[config.mk]
export PLATFORM = sky130hd
export DESIGN_NAME = mips_multicycle_core
export DESIGN_NICKNAME = d
export VERILOG_FILES = /design/src/rtl/mips_pkg.sv /design/src/rtl/mips_regfile.sv /design/src/rtl/mips_multicycle_core.sv
export SDC_FILE = /design/constraint.sdc
export NUM_CORES = 2
export LEC_CHECK = 0
export CORE_MARGIN = 1.5
export CORE_UTILIZATION = 45
export CTS_BUF_LIST = sky130_fd_sc_hd__clkbuf_4
export DETAILED_ROUTE_END_ITERATION = 6
export SETUP_SLACK_MARGIN = 0.3
export SLEW_MARGIN = 20
export SYNTH_ARGS = -nofsm -noshare
export SYNTH_HDL_FRONTEND = slang
export SYNTH_SLANG_ARGS = --single-unit
[constraint.sdc]
create_clock -name clock -period 13.37 [get_ports clock]
set_input_delay 3.3425 -clock clock [delete_from_list [all_inputs] [get_ports clock]]
set_output_delay 3.3425 -clock clock [all_outputs]
set_load 0.05 [all_outputs]
[src/rtl/mips_pkg.sv]
// rtl/mips_pkg.sv - shared opcodes, states, ALU ops and decoder for the multi-cycle MIPS core
package mips_pkg;

    localparam logic [5:0] OP_RTYPE = 6'h00;
    localparam logic [5:0] OP_ADDI  = 6'h08;
    localparam logic [5:0] OP_LW    = 6'h23;
    localparam logic [5:0] OP_SW    = 6'h2B;
    localparam logic [5:0] OP_BEQ   = 6'h04;
    localparam logic [5:0] OP_BNE   = 6'h05;
    localparam logic [5:0] OP_J     = 6'h02;
    localparam logic [5:0] OP_LUI   = 6'h0F;

    localparam logic [5:0] FN_ADD = 6'h20;
    localparam logic [5:0] FN_SUB = 6'h22;
    localparam logic [5:0] FN_AND = 6'h24;
    localparam logic [5:0] FN_OR  = 6'h25;
    localparam logic [5:0] FN_SLT = 6'h2A;
    localparam logic [5:0] FN_SLL = 6'h00;
    localparam logic [5:0] FN_SRL = 6'h02;

    typedef enum logic [2:0] {
        ST_FETCH, ST_DECODE, ST_EXEC, ST_MEM, ST_WB, ST_HALT
    } state_t;

    typedef enum logic [2:0] {
        ALU_ADD, ALU_SUB, ALU_AND, ALU_OR, ALU_SLT, ALU_SLL, ALU_SRL, ALU_LUI
    } alu_op_t;

    typedef enum logic [2:0] {
        CL_ALU_R, CL_ALU_I, CL_LOAD, CL_STORE, CL_BRANCH, CL_JUMP, CL_ILLEGAL
    } iclass_t;

    typedef struct packed {
        iclass_t cls;
        alu_op_t alu_op;
        logic    use_imm;
    } decode_t;

    function automatic decode_t decode_instr(input logic [5:0] op, input logic [5:0] funct);
        decode_t d;
        d.cls     = CL_ILLEGAL;
        d.alu_op  = ALU_ADD;
        d.use_imm = 1'b0;
        case (op)
            OP_RTYPE: begin
                d.cls = CL_ALU_R;
                case (funct)
                    FN_ADD:  d.alu_op = ALU_ADD;
                    FN_SUB:  d.alu_op = ALU_SUB;
                    FN_AND:  d.alu_op = ALU_AND;
                    FN_OR:   d.alu_op = ALU_OR;
                    FN_SLT:  d.alu_op = ALU_SLT;
                    FN_SLL:  d.alu_op = ALU_SLL;
                    FN_SRL:  d.alu_op = ALU_SRL;
                    default: d.cls    = CL_ILLEGAL;
                endcase
            end
            OP_ADDI: begin
                d.cls     = CL_ALU_I;
                d.use_imm = 1'b1;
            end
            OP_LUI: begin
                d.cls     = CL_ALU_I;
                d.alu_op  = ALU_LUI;
                d.use_imm = 1'b1;
            end
            OP_LW: begin
                d.cls     = CL_LOAD;
                d.use_imm = 1'b1;
            end
            OP_SW: begin
                d.cls     = CL_STORE;
                d.use_imm = 1'b1;
            end
            OP_BEQ, OP_BNE: begin
                d.cls    = CL_BRANCH;
                d.alu_op = ALU_SUB;
            end
            OP_J:    d.cls = CL_JUMP;
            default: d.cls = CL_ILLEGAL;
        endcase
        return d;
    endfunction

endpackage

[src/rtl/mips_regfile.sv]
// rtl/mips_regfile.sv - 32x32 register file, two async reads, one sync write, $0 hardwired to zero
module mips_regfile (
    input  logic        clock,
    input  logic        reset_n,
    input  logic [4:0]  rd_addr0,
    input  logic [4:0]  rd_addr1,
    output logic [31:0] rd_data0,
    output logic [31:0] rd_data1,
    input  logic        wr_en,
    input  logic [4:0]  wr_addr,
    input  logic [31:0] wr_data
);

    logic [31:0] regs_q [32];

    always_ff @(posedge clock or negedge reset_n) begin
        if (!reset_n) begin
            for (int i = 0; i < 32; i++) begin
                regs_q[i] <= '0;
            end
        end else if (wr_en && (wr_addr != 5'd0)) begin
            regs_q[wr_addr] <= wr_data;
        end
    end

    assign rd_data0 = (rd_addr0 == 5'd0) ? 32'd0 : regs_q[rd_addr0];
    assign rd_data1 = (rd_addr1 == 5'd0) ? 32'd0 : regs_q[rd_addr1];

endmodule

[src/rtl/mips_multicycle_core.sv]
// rtl/mips_multicycle_core.sv - multi-cycle MIPS subset core with req/ready instruction and data memories
module mips_multicycle_core
    import mips_pkg::*;
#(
    parameter int                ADDR_W   = 16,
    parameter logic [ADDR_W-1:0] RESET_PC = '0,
    parameter bit                HALT_ILL = 1'b1
) (
    input  logic              clock,
    input  logic              reset_n,
    output logic              imem_req,
    output logic [ADDR_W-1:0] imem_addr,
    input  logic              imem_ready,
    input  logic [31:0]       imem_rdata,
    output logic              dmem_req,
    output logic              dmem_we,
    output logic [ADDR_W-1:0] dmem_addr,
    output logic [31:0]       dmem_wdata,
    input  logic              dmem_ready,
    input  logic [31:0]       dmem_rdata,
    output logic              retire,
    output logic              halted,
    output logic [ADDR_W-1:0] pc_out
);

    state_t            state_q, state_d;
    logic [ADDR_W-1:0] pc_q, pc_d;
    logic [31:0]       ir_q, ir_d;
    logic [31:0]       a_q, a_d;
    logic [31:0]       b_q, b_d;
    logic [31:0]       imm_q, imm_d;
    logic [31:0]       alu_q, alu_d;
    logic [31:0]       mdr_q, mdr_d;

    decode_t           dec;
    logic [4:0]        rs, rt, rd, shamt;
    logic [31:0]       rf_rdata0, rf_rdata1, rf_wdata;
    logic [4:0]        rf_waddr;
    logic              rf_we;
    logic [31:0]       alu_b, alu_res;
    logic [ADDR_W-1:0] pc_inc, br_target;
    logic              br_taken;
    logic              fetch_req;

    assign dec   = decode_instr(ir_q[31:26], ir_q[5:0]);
    assign rs    = ir_q[25:21];
    assign rt    = ir_q[20:16];
    assign rd    = ir_q[15:11];
    assign shamt = ir_q[10:6];

    mips_regfile u_regfile (
        .clock    (clock),
        .reset_n  (reset_n),
        .rd_addr0 (rs),
        .rd_addr1 (rt),
        .rd_data0 (rf_rdata0),
        .rd_data1 (rf_rdata1),
        .wr_en    (rf_we),
        .wr_addr  (rf_waddr),
        .wr_data  (rf_wdata)
    );

    // Shifts act on Rt's contents; lui ignores A entirely.
    always_comb begin
        alu_b = dec.use_imm ? imm_q : b_q;
        case (dec.alu_op)
            ALU_ADD: alu_res = a_q + alu_b;
            ALU_SUB: alu_res = a_q - alu_b;
            ALU_AND: alu_res = a_q & alu_b;
            ALU_OR:  alu_res = a_q | alu_b;
            ALU_SLT: alu_res = {31'd0, ($signed(a_q) < $signed(alu_b))};
            ALU_SLL: alu_res = b_q << shamt;
            ALU_SRL: alu_res = b_q >> shamt;
            ALU_LUI: alu_res = {imm_q[15:0], 16'h0000};
            default: alu_res = a_q + alu_b;
        endcase
    end

    // Opcode bit 0 separates bne (0x05) from beq (0x04).
    assign pc_inc    = pc_q + ADDR_W'(1);
    assign br_target = pc_inc + ADDR_W'($signed(imm_q[15:0]));
    assign br_taken  = (a_q == b_q) ^ ir_q[26];

    assign rf_waddr = (dec.cls == CL_ALU_R) ? rd : rt;
    assign rf_wdata = (dec.cls == CL_LOAD) ? mdr_q : alu_q;

    always_comb begin
        state_d   = state_q;
        pc_d      = pc_q;
        ir_d      = ir_q;
        a_d       = a_q;
        b_d       = b_q;
        imm_d     = imm_q;
        alu_d     = alu_q;
        mdr_d     = mdr_q;
        fetch_req = 1'b0;
        dmem_req  = 1'b0;
        rf_we     = 1'b0;
        retire    = 1'b0;
        case (state_q)
            ST_FETCH: begin
                fetch_req = 1'b1;
                if (imem_ready) begin
                    ir_d    = imem_rdata;
                    state_d = ST_DECODE;
                end
            end
            ST_DECODE: begin
                a_d   = rf_rdata0;
                b_d   = rf_rdata1;
                imm_d = {{16{ir_q[15]}}, ir_q[15:0]};
                if (HALT_ILL && (dec.cls == CL_ILLEGAL)) begin
                    state_d = ST_HALT;
                end else begin
                    state_d = ST_EXEC;
                end
            end
            ST_EXEC: begin
                alu_d = alu_res;
                case (dec.cls)
                    CL_ALU_R, CL_ALU_I: state_d = ST_WB;
                    CL_LOAD, CL_STORE:  state_d = ST_MEM;
                    CL_BRANCH: begin
                        pc_d    = br_taken ? br_target : pc_inc;
                        retire  = 1'b1;
                        state_d = ST_FETCH;
                    end
                    CL_JUMP: begin
                        pc_d    = ADDR_W'(ir_q[25:0]);
                        retire  = 1'b1;
                        state_d = ST_FETCH;
                    end
                    default: begin
                        // Illegal instruction retired as a NOP when halting is disabled.
                        pc_d    = pc_inc;
                        retire  = 1'b1;
                        state_d = ST_FETCH;
                    end
                endcase
            end
            ST_MEM: begin
                dmem_req = 1'b1;
                if (dmem_ready) begin
                    if (dec.cls == CL_STORE) begin
                        pc_d    = pc_inc;
                        retire  = 1'b1;
                        state_d = ST_FETCH;
                    end else begin
                        mdr_d   = dmem_rdata;
                        state_d = ST_WB;
                    end
                end
            end
            ST_WB: begin
                rf_we   = 1'b1;
                pc_d    = pc_inc;
                retire  = 1'b1;
                state_d = ST_FETCH;
            end
            ST_HALT: state_d = ST_HALT;
            default: state_d = ST_FETCH;
        endcase
    end

    always_ff @(posedge clock or negedge reset_n) begin
        if (!reset_n) begin
            state_q <= ST_FETCH;
            pc_q    <= RESET_PC;
            ir_q    <= '0;
            a_q     <= '0;
            b_q     <= '0;
            imm_q   <= '0;
            alu_q   <= '0;
            mdr_q   <= '0;
        end else begin
            state_q <= state_d;
            pc_q    <= pc_d;
            ir_q    <= ir_d;
            a_q     <= a_d;
            b_q     <= b_d;
            imm_q   <= imm_d;
            alu_q   <= alu_d;
            mdr_q   <= mdr_d;
        end
    end

    // State already sits in FETCH during reset, so the fetch request is masked until release.
    assign imem_req   = fetch_req & reset_n;
    assign imem_addr  = imem_req ? pc_q : '0;
    assign dmem_we    = dmem_req & (dec.cls == CL_STORE);
    assign dmem_addr  = dmem_req ? ADDR_W'(alu_q) : '0;
    assign dmem_wdata = dmem_we ? b_q : 32'd0;
    assign halted     = (state_q == ST_HALT);
    assign pc_out     = pc_q;

endmodule

Yosys cells after proc, flatten, opt, wreduce, memory -nomap -nowiden --
Index checks and enable logic that the tools add are counted.
Storage, ports and cells: input bits 68, flip-flop bits (word level) 1219, output and inout bits 85, logic and storage cells 159
Operators by class: equality and inequality tests 36, add/sub/neg operators 4, bitwise operators 9, shift operators 2, reduce and logical (&&, ||, !) cells 22, muxes and demuxes 41, magnitude comparators 5
Operators with widths (number):
- $bwmux 1024 | 1
- $bmux 32 s5 | 2
- $mux 32 | 10
- $pmux 32 s8 | 1
- $demux 32 s5 | 1
- $pmux 16 s3 | 2
- $mux 16 | 5
- $eq 6x6->1 const B | 7
- $pmux 3 s6 | 2
- $add 32x32->32 | 1
- $and 32x32->32 | 1
- $eq 32x32->1 | 1
- $lt 32x32->1 | 1
- $or 32x32->32 | 1
- $shl 32x5->32 | 1
- $shr 32x5->32 | 1
- $sub 32x32->32 | 1
- $eq 3x3->1 const B | 9
- $eq 3x2->1 const B | 6
- $ge 6x6->1 const B | 3
- $not 5->6 | 3
- $add 16x1->16 const B | 1
- $add 16x16->16 | 1
- $mux 3 | 5
- 27 further kinds | 52

Depth between registers and ports, before layout --
depth after elaboration 12, depth in mapped cells 22

Hierarchy --
Synthesis repeated with hierarchy kept, for this count alone.
Unflattened totals: cell total of the unflattened synthesis 6057, area, all modules 73249.0 um2
Modules (own cells, without submodules):
- mips_regfile | area an instance 54511.0 um2, times used 1, cells each 3771
- mips_multicycle_core | area an instance 18738.0 um2, times used 1, cells each 2286

Worst setup path before layout --
No wires, ideal clock.
path type input port to output port, start input dmem_ready, end output retire, buffers on the path 2, stages on the path 4, setup slack 5525 ps, arrival time 4503 ps, cells stage by stage a211oi_1 inv_1 clkbuf_1 buf_1
On the way: cells in the longest elaborated chain, start to end 2
Ends and longest elaborated chain:
- from (decl) | line mips_multicycle_core.sv:19 | input logic dmem_ready,
- $mux 1 | line mips_multicycle_core.sv:143 | if (dmem_ready) begin
- $pmux 1 s3 | line mips_multicycle_core.sv:100 | case (state_q)
- to (decl) | line mips_multicycle_core.sv:21 | output logic retire,
Every way passes these cells.

Final worst setup path --
Ends and elaborated chain as after synthesis.

==> results.yml <==
clock_tree:
  cts_buffers: 350
  clk_latency_ns: 1.41
  cts_tree: "done"
  cts_htree_levels: 5
  cts_setup_buffers: 0
  hold_buffers: 0
  cts_root_buf: "clkbuf_4"
  cts_resized: 0
  clock_path_buffers: 4
  cts.clk_slew.worst_paths_ns: 0.06
  numClockSinks: 1219
critical_path:
  cp.arrival_ns: 6.10
  crit_start: "dmem_ready"
  slowest_stage: "clkdlybuf4s50_1"
  max_stage_delay_ns: 0.86
  path_buf_inv: 3
  r2r_setup_slack_ns: 7.30
  critPathMostFrequentCell: "clkdlybuf4s50_1"
  crit_path_start_kind: "input pin"
  worstReg2RegEnd: "alu_q[31]$_DFFE_PN0P_"
  cp_top_family: "buffers and inverters"
  cp.required_ns: 10.03
  critical_path_peak_fanout: 20
  path_cells: "clkdlybuf4s50_1 > a211oi_2 > inv_1 > clkdlybuf4s50_1"
  path_class: "in2out"
  r2r_start: "ir_q[29]$_DFFE_PN0P_"
  crit_path_end_kind: "output port"
  r2r_cells: 19
die:
  die_width_um: 400
  core_um2: 156000
  io_pins: 153
  die_h_um: 400
  initial_utilization_pct: 45.4
  die_area_um2: 160000
  row_count: 145
worst_hold_path:
  hold_depth: 0
  hp-class: "reg2reg"
  hold_start: "u_regfile.regs_q[1015]$_DFFE_PN0P_"
  worstHoldEndpoint: "u_regfile.regs_q[1015]$_DFFE_PN0P_"
yosys:
  synth_warnings: 0
  synth_area_um2: 71000
  async_flop_share_pct: 100
  avgSynthCellArea_um2: 9.91
  yosysSeqAreaShare_pct: 43.0
  ys.flop_type: "dfrtp_1"
  ys_seq_elements: 1219
  synth_edf_count: 0
  synthCells: 7164
  synth_nets: 7348
  synth_cell_types: 87
global_routing:
  grt_first_pass_wirelength_um: 395000
  antenna_found_initial: 19
  grt_overflow_total: 0
  grt_usage_pct: 33.9
  grt_max_degree: 159
  grt_pass1_vias: 57400
timing:
  drv_slew: 0
  fin_crit_ns: 9.44
  min_period_over_period_pct: 70.6
  rsz0062_at_grt: "no"
  fin_skew_ns: 0.106
  worstMarginPinSlew_ns: 1.34
  tns_ns: 0
  max_freq_mhz: 106
  final-setup-viol-count: 0
  holdWs_ns: 0.401
  hold_viol: 0
  maxSlewHeadroom_pct: 10.8
route:
  vias_per_cell: 6.35
  drt_first_pass_iters: 7
  first_iter_violations: 6858
  antenna_left: 0
  vias: 59900
  wl_per_cell_um: 28.9
  routed_wl_um: 272000
  drc: 0
power_and_ir_drop:
  p_leak_nw: 33.8
  vdd_drop_max_uv: 167
  power.density_nw_per_um2: 248
placed_design:
  io_buffer_count: 152
  gp_congestion: 1.04
  dpl.hpwl_um: 165000
final_layout:
  fin_nets: 7320
  layout_common_cells: "1,205 x dfrtp_1, 859 x nand2_1, 777 x o21ai_0"
  final_common_cell: "dfrtp_1"
  area.growth.synth_to_final_pct: 10.4
  drive_above_1_share_pct: 19.3
job:
  drv_cap: 0
outcome:
  status: "finished, final reports clean"
## worst max path at each step
stage | depth (start not counted) | slack (ns) | endpoint
after floorplan | 4 | 5.52 | retire
after global placement | 4 | 4.05 | retire
after detailed placement | 4 | 3.98 | retire
after CTS | 4 | 3.97 | retire
after global routing | 4 | 3.69 | retire
final | 4 | 3.93 | retire
## where the power goes
| part | switching, W | internal [W] | total, W | leakage (nW) |
|---|---|---|---|---|
| Clock | 0.00167 | 0.00173 | 0.00340 | 2.48 |
| Sequential | 0.00139 | 0.00484 | 0.00623 | 16.4 |
| Combinational | 0.00605 | 0.00374 | 0.00979 | 14.8 |
## state kept, by name, indices dropped and copies added (netlist names)
| register | count |
|---|---|
| u_regfile.regs_q | 1024 |
| a_q | 32 |
| alu_q | 32 |
| b_q | 32 |
| ir_q | 32 |
| mdr_q | 32 |
| imm_q | 16 |
| pc_out | 16 |
| state_q | 3 |
## synthesized netlist by cell type, drive strengths merged (113+ instances only)
master	count	share of area, %
buf	179	1.1
mux4	432	14
o21ai	818	5.8
a21oi	733	5.2
mux2	168	2.7
mux2i	364	5.1
dfrtp	1219	43
ha	113	2.0
nand2	871	4.6
clkbuf	541	2.9
o22ai	143	1.3
nor2	668	3.5
## through the flow
step | cell area [um^2] | std cells | total power, W | util [%] | setup WS [ns]
3_5_place_dp | 74100 | 8839 | 0.0158 | 47.4 | 3.98
4_1_cts | 78200 | 9424 | 0.0192 | 50.0 | 3.97
2_1_floorplan | 71000 | 7164 | 0.0124 | - | 5.52
3_3_place_gp | 74100 | 8839 | 0.0156 | 47.4 | 4.05
5_1_grt | 78300 | 9440 | 0.0204 | 50.1 | 3.69
6_report | 78300 | 9441 | 0.0194 | 50.1 | 3.93
## logic make-up after synthesis
| kind of cell | after synthesis | share of synthesized area, % |
|---|---|---|
| xor gates and xnor gates | 70 | 0.864 |
| buffers and inverters | 831 | 4.58 |
| muxes | 964 | 21.5 |
| DFF | 1219 | 43.0 |
| AOI/OAI and AO/OA | 2080 | 16.8 |
| and+or+nand+nor | 1884 | 11.2 |
| adders and majority gates | 116 | 2.08 |
## final cells by class
class                           count  area, um^2
Antenna cell                       14        35.0
Clock buffer                      496        3720
Clock inverter                     89         405
Fill cell                       14600       78000
Inverter                          111         417
Multi-Input combinational cell   5114       37600
Sequential cell                  1219       30600
Tap cell                         2058        2570
Timing Repair Buffer              340        3020
## metal layers
metal	vias up	track usage, %	part of all wire, %	wire, um
li1	26100	-	-	-
met1	29900	45.4	40	109000
met2	3223	50.7	44	120000
met3	695	8.52	9.7	26400
met4	12	18.2	6.0	16400
met5	-	0	0.032	88
Note: power is estimated with default switching activity, not from simulation.
